**src/rtl/regfile_sb.sv**
```systemverilog
// regfile_sb: multi-read-port register file with a per-register busy scoreboard
// and a sequenced clear engine.
//   clk, resetb        clock, asynchronous active-low reset
//   rd_addr/rd_data    NUM_RD combinational read ports (packed, port p at [p*W +: W])
//   rd_busy            per-port pending-producer flag of the addressed register
//   wr_en/addr/data    writeback; retires the busy bit of wr_addr
//   issue_en/addr      marks issue_addr busy (wins over a same-cycle retire)
//   clr_req, clr_busy  start / activity of the register-by-register clear
// Optional feature macro: REGFILE_BYPASS_EN (same-cycle write-to-read forwarding).
module regfile_sb #(
  parameter int unsigned DW       = 32,
  parameter int unsigned DEPTH    = 32,
  parameter int unsigned NUM_RD   = 2,
  parameter int unsigned ZERO_REG = 1,
  localparam int unsigned AW      = $clog2(DEPTH)
) (
  input  logic                 clk,
  input  logic                 resetb,
  input  logic [NUM_RD*AW-1:0] rd_addr,
  output logic [NUM_RD*DW-1:0] rd_data,
  output logic [NUM_RD-1:0]    rd_busy,
  input  logic                 wr_en,
  input  logic [AW-1:0]        wr_addr,
  input  logic [DW-1:0]        wr_data,
  input  logic                 issue_en,
  input  logic [AW-1:0]        issue_addr,
  input  logic                 clr_req,
  output logic                 clr_busy
);

  localparam logic [AW-1:0] FIRST_IDX = AW'((ZERO_REG != 0) ? 1 : 0);
  localparam logic [AW-1:0] LAST_IDX  = AW'(DEPTH - 1);

  typedef enum logic [0:0] {IDLE, CLEAR} state_t;

  state_t          state;
  logic [AW-1:0]   idx;
  logic [DW-1:0]   mem [DEPTH];
  logic [DEPTH-1:0] busy;
  logic            wr_ok;
  logic            iss_ok;

  // Address is backed by a real, writable register.
  function automatic logic addr_ok(input logic [AW-1:0] a);
    return (32'(a) < DEPTH) && !((ZERO_REG != 0) && (a == '0));
  endfunction

  assign wr_ok    = wr_en    && addr_ok(wr_addr)    && (state == IDLE);
  assign iss_ok   = issue_en && addr_ok(issue_addr) && (state == IDLE);
  assign clr_busy = (state == CLEAR);

  // Storage, scoreboard and clear sequencer.
  always_ff @(posedge clk or negedge resetb) begin
    if (!resetb) begin
      state <= IDLE;
      idx   <= '0;
      busy  <= '0;
      for (int unsigned i = 0; i < DEPTH; i++) mem[AW'(i)] <= '0;
    end else begin
      case (state)
        IDLE: begin
          if (wr_ok) begin
            mem[wr_addr]  <= wr_data;
            busy[wr_addr] <= 1'b0;
          end
          // Issued after the retire so a new producer overrides it.
          if (iss_ok) busy[issue_addr] <= 1'b1;
          if (clr_req) begin
            busy  <= '0;
            idx   <= FIRST_IDX;
            state <= CLEAR;
          end
        end
        CLEAR: begin
          mem[idx] <= '0;
          if (idx == LAST_IDX) state <= IDLE;
          else                 idx   <= idx + AW'(1);
        end
        default: state <= IDLE;
      endcase
    end
  end

  // Combinational read ports.
  for (genvar p = 0; p < NUM_RD; p++) begin : g_rd
    logic [AW-1:0] a;
    logic          ok;
    logic [DW-1:0] d;
    logic          b;

    assign a  = rd_addr[p*AW +: AW];
    assign ok = addr_ok(a);

    always_comb begin
      d = ok ? mem[a] : '0;
      b = ok ? busy[a] : 1'b0;
`ifdef REGFILE_BYPASS_EN
      if (wr_ok && (a == wr_addr)) begin
        d = wr_data;
        b = iss_ok && (issue_addr == a);
      end
`endif
    end

    assign rd_data[p*DW +: DW] = d;
    assign rd_busy[p]          = b;
  end

endmodule
```
**config.mk**
```make
export PLATFORM = sky130hd
export DESIGN_NAME = regfile_sb
export DESIGN_NICKNAME = d
export VERILOG_FILES = /design/src/rtl/regfile_sb.sv
export SDC_FILE = /design/constraint.sdc
export NUM_CORES = 2
export LEC_CHECK = 0
export CORE_MARGIN = 4
export CORE_UTILIZATION = 50
export DETAILED_ROUTE_END_ITERATION = 8
export PLACE_DENSITY = 0.62
export SYNTH_ARGS = -nofsm -noshare
export SYNTH_HDL_FRONTEND = slang
export SYNTH_SLANG_ARGS = --single-unit
```
**constraint.sdc**
```tcl
create_clock -name clk -period 3.7 [get_ports clk]
set_clock_uncertainty 0.15 [all_clocks]
set_input_delay 0.74 -clock clk [delete_from_list [all_inputs] [get_ports clk]]
set_output_delay 0.74 -clock clk [all_outputs]
set_load 0.01 [all_outputs]
```
==> flow_summary_export.csv <==
group,metric,value,unit
clocking,cts-root-buf,"clkbuf_16",
logic_synthesis,syn_inst,4005,
drt,drtAntennaViolNets,0,
cells_and_area,drive_gt1_frac,0.350,
sta,setup_ws,-0.0325,ns
logic_synthesis,synth_top_cell_by_area,"dfrtp_1",
clocking,clkLatencyLatePin,0.71,ns
power_and_ir_drop,share_seq_of_total_power,0.416,
sta,hold_viol_final,0,
grt,antenna_found_initial,11,
clocking,cts_tree,"done",
placed_design,place_congestion,0.968,
sta,min_period,3.73,ns
grt,grt_pass1_vias,45600,
logic_synthesis,syn_area,0.0553,mm2
logic_synthesis,yosysUniqueCellTypes,53,
clocking,cts-buffers-inserted,114,
cells_and_area,final_core_util,0.622,
worst_setup_path,cp-end-kind,"primary output",
power_and_ir_drop,power.internal,24.7,mW
logic_synthesis,async_reset_ff_frac,1.00,
power_and_ir_drop,power.density,531,mW/mm2
cells_and_area,fillers,8297,
clocking,clk_pin_slew,0.06,ns
die,dieArea,0.116,mm2
outcome,outcome,"complete, but fails checks",
sta,max_slew_margin,0.0509,
logic_synthesis,ys_warn_count,0,
drt,routed-via-count,45600,
sta,finalCritPeriodShare,1.01,
grt,overflow,0,
drt,drc,0,
clocking,cts.sinks,1062,
logic_synthesis,synthTopCellsByArea,"dfrtp_1 48%, mux4_2 19%, a22o_1 16%",
clocking,htreeDepth,3,
die,rows,121,
worst_setup_path,worstPathMaxFanout,13,
cells_and_area,nNetsFinal,4385,
drt,wl_per_cell,39.8,um
cells_and_area,final_cells,5905,
logic_synthesis,synth_common_cells,"1,062 x dfrtp_1, 993 x a22o_1, 462 x mux4_2, 346 x clkbuf_1, 172 x buf_2",
grt,grt_first_pass_wirelength,337000,um
sta,whs,0.349,ns
die,start_util,0.505,
logic_synthesis,yosysMostFrequentCell,"dfrtp_1",
power_and_ir_drop,clock_power_share,0.339,
sta,final_max_slew_viol_count,0,
grt,track_usage,0.402,
power_and_ir_drop,p_sw_frac,0.314,
placed_design,place_hpwl,141000,um
die,die_w,340,um
drt,drt-pass1-iter-count,6,
cells_and_area,area_growth,23.0,%
min_path,hold_path_class,"flop to flop",
sta,setup_viol,2,
sta,max_slew.worst_pin.slew,1.42,ns
logic_synthesis,ys_ff_latch,1062,
grt,grt_max_degree,101,
sta,tns,-0.0418,ns
power_and_ir_drop,comb_power_share,0.246,
die,core-area,0.109,mm2
clocking,cts_buffer_depth,3,
cells_and_area,area.sequential,0.0266,mm2
outcome,violations,"setup timing",
worst_setup_path,worstSetupPathType,"input port to primary output",
sta,max_freq,268,MHz
power_and_ir_drop,cellLeakagePower,30.4,nW
worst_setup_path,cp.arrival,2.84,ns
die,ioPinCount,124,
die,die_y,340,um
worst_setup_path,critical_path_required,2.81,ns
placed_design,port_buffers,123,
sta,grt_setup_unrepaired,"true",
min_path,hold_path_depth,1,
worst_setup_path,start_kind,"input port",
logic_synthesis,synth_edf_count,0,
logic_synthesis,synth_nets,4067,
placed_design,place_inst,5615,
drt,totalWireLength,235000,um
drt,avgViaCountPerCell,7.73,
logic_synthesis,ys_seq_area_frac,0.481,
run,cap_violations,0,
logic_synthesis,synth-main-ff-cell,"dfrtp_1",
worst_setup_path,rr_worst_depth,5,
power_and_ir_drop,vdd_drop_max,393,uV
power_and_ir_drop,p_switching,11.3,mW
drt,drt_iter0_markers,6148,
cells_and_area,multi_input_area,0.0274,mm2
logic_synthesis,netlist.area_leader.share,0.481,
logic_synthesis,postSynthAreaPerCell,13.8,um2
==> power by group through the flow <==
stage / Sequential (mW) / Combinational (mW) / Clock (mW)
global placement: 15.0 / 8.22 / 0
CTS: 14.9 / 8.59 / 12.2
global route: 15.2 / 9.17 / 12.7
detailed placement: 15.1 / 8.34 / 0
floorplan: 14.5 / 4.97 / 0
finish: 15.0 / 8.86 / 12.2
==> state kept, by name, summed over array words and instances (netlist names) <==
register / cells
idx: 5
clr_busy: 1
mem: 1024
busy: 32
==> cell families after synthesis <==
| family | Yosys count | synth area share |
|---|---|---|
| fa+ha+maj | 5 | 0.00113 |
| flops | 1062 | 0.481 |
| buf+inv | 553 | 0.0421 |
| xor+xnor | 3 | 0.000476 |
| simple gates | 253 | 0.0311 |
| mux | 662 | 0.226 |
| compound gates | 1467 | 0.218 |
==> placed cells by master (no fill, tap or decap), drive strengths merged, types with 13 or more instances in the layout <==
cell type	instances
dfrtp	1062
a22o	993
buf	620
mux4	462
clkbuf	172
mux2i	133
o21ai	126
nor2b	73
mux2	67
a22oi	66
a211oi	66
a311oi	66
nand2	56
clkdlybuf4s50	47
a221oi	44
and2	40
a21oi	32
dlygate4sd2	31
clkinv	31
nor3	29
inv	24
o2111ai	22
o22ai	17
a2bb2oi	15
clkdlybuf4s15	15
nor2	13
==> repair_timing <==
item                       in CTS  in global routing
hold buffers                    1                  0
resized for setup             287                 61
hold endpoints to repair       44                  0
buffers inserted               45                 12
gates cloned                   11                  2
pin swaps                      27                  6
setup endpoints to repair      66                 42
==> worst max-delay path: stages <==
cell           delay [ns]
buf_2                0.21
buf_4                0.16
nor2b_4              0.16
buf_4                0.25
buf_12               0.25
a22oi_1              0.12
buf_4                0.16
a311oi_1             0.43
dlygate4sd2_1        0.34
==> final timing paths <==
check	from	end	slack [ns]
setup reg to reg	idx[0]	mem[645]	0.58
max in group asynchronous	resetb	mem[98]	1.81
hold / removal	mem[992]	mem[992]	0.35
setup / recovery	rd_addr[3]	rd_data[17]	-0.03
hold reg to reg	mem[992]	mem[992]	0.35
min in group asynchronous	resetb	mem[628]	0.49
==> metrics by stage <==
step                      area [um2]  power, mW  setup WS, ns
final                          67900       36.1       -0.0325
after global placement         62300       23.2        -0.763
after floorplan                55300       19.4         0.446
after detailed placement       62300       23.4        -0.723
after CTS                      67700       35.7        -0.140
after global routing           67900       37.1       -0.0384
==> cell type report <==
type,count,area share
clock inverters,45,0.00816
inverters,23,0.00134
diodes,12,0.000442
clock buffers,165,0.0502
repair buffers,731,0.118
well taps,1476,0.0272
flip-flops and latches,1062,0.391
multi-input cells,2391,0.404
==> routing by layer <==
layer  up-vias  global-route usage  part of all wire
met3       884               0.176              0.16
met2      4080               0.549              0.41
met1     23700               0.542              0.36
met5         -                   0           0.00037
li1      17000                   -                 -
met4         6               0.215             0.064
No activity file was read; power rests on OpenSTA's default activity.
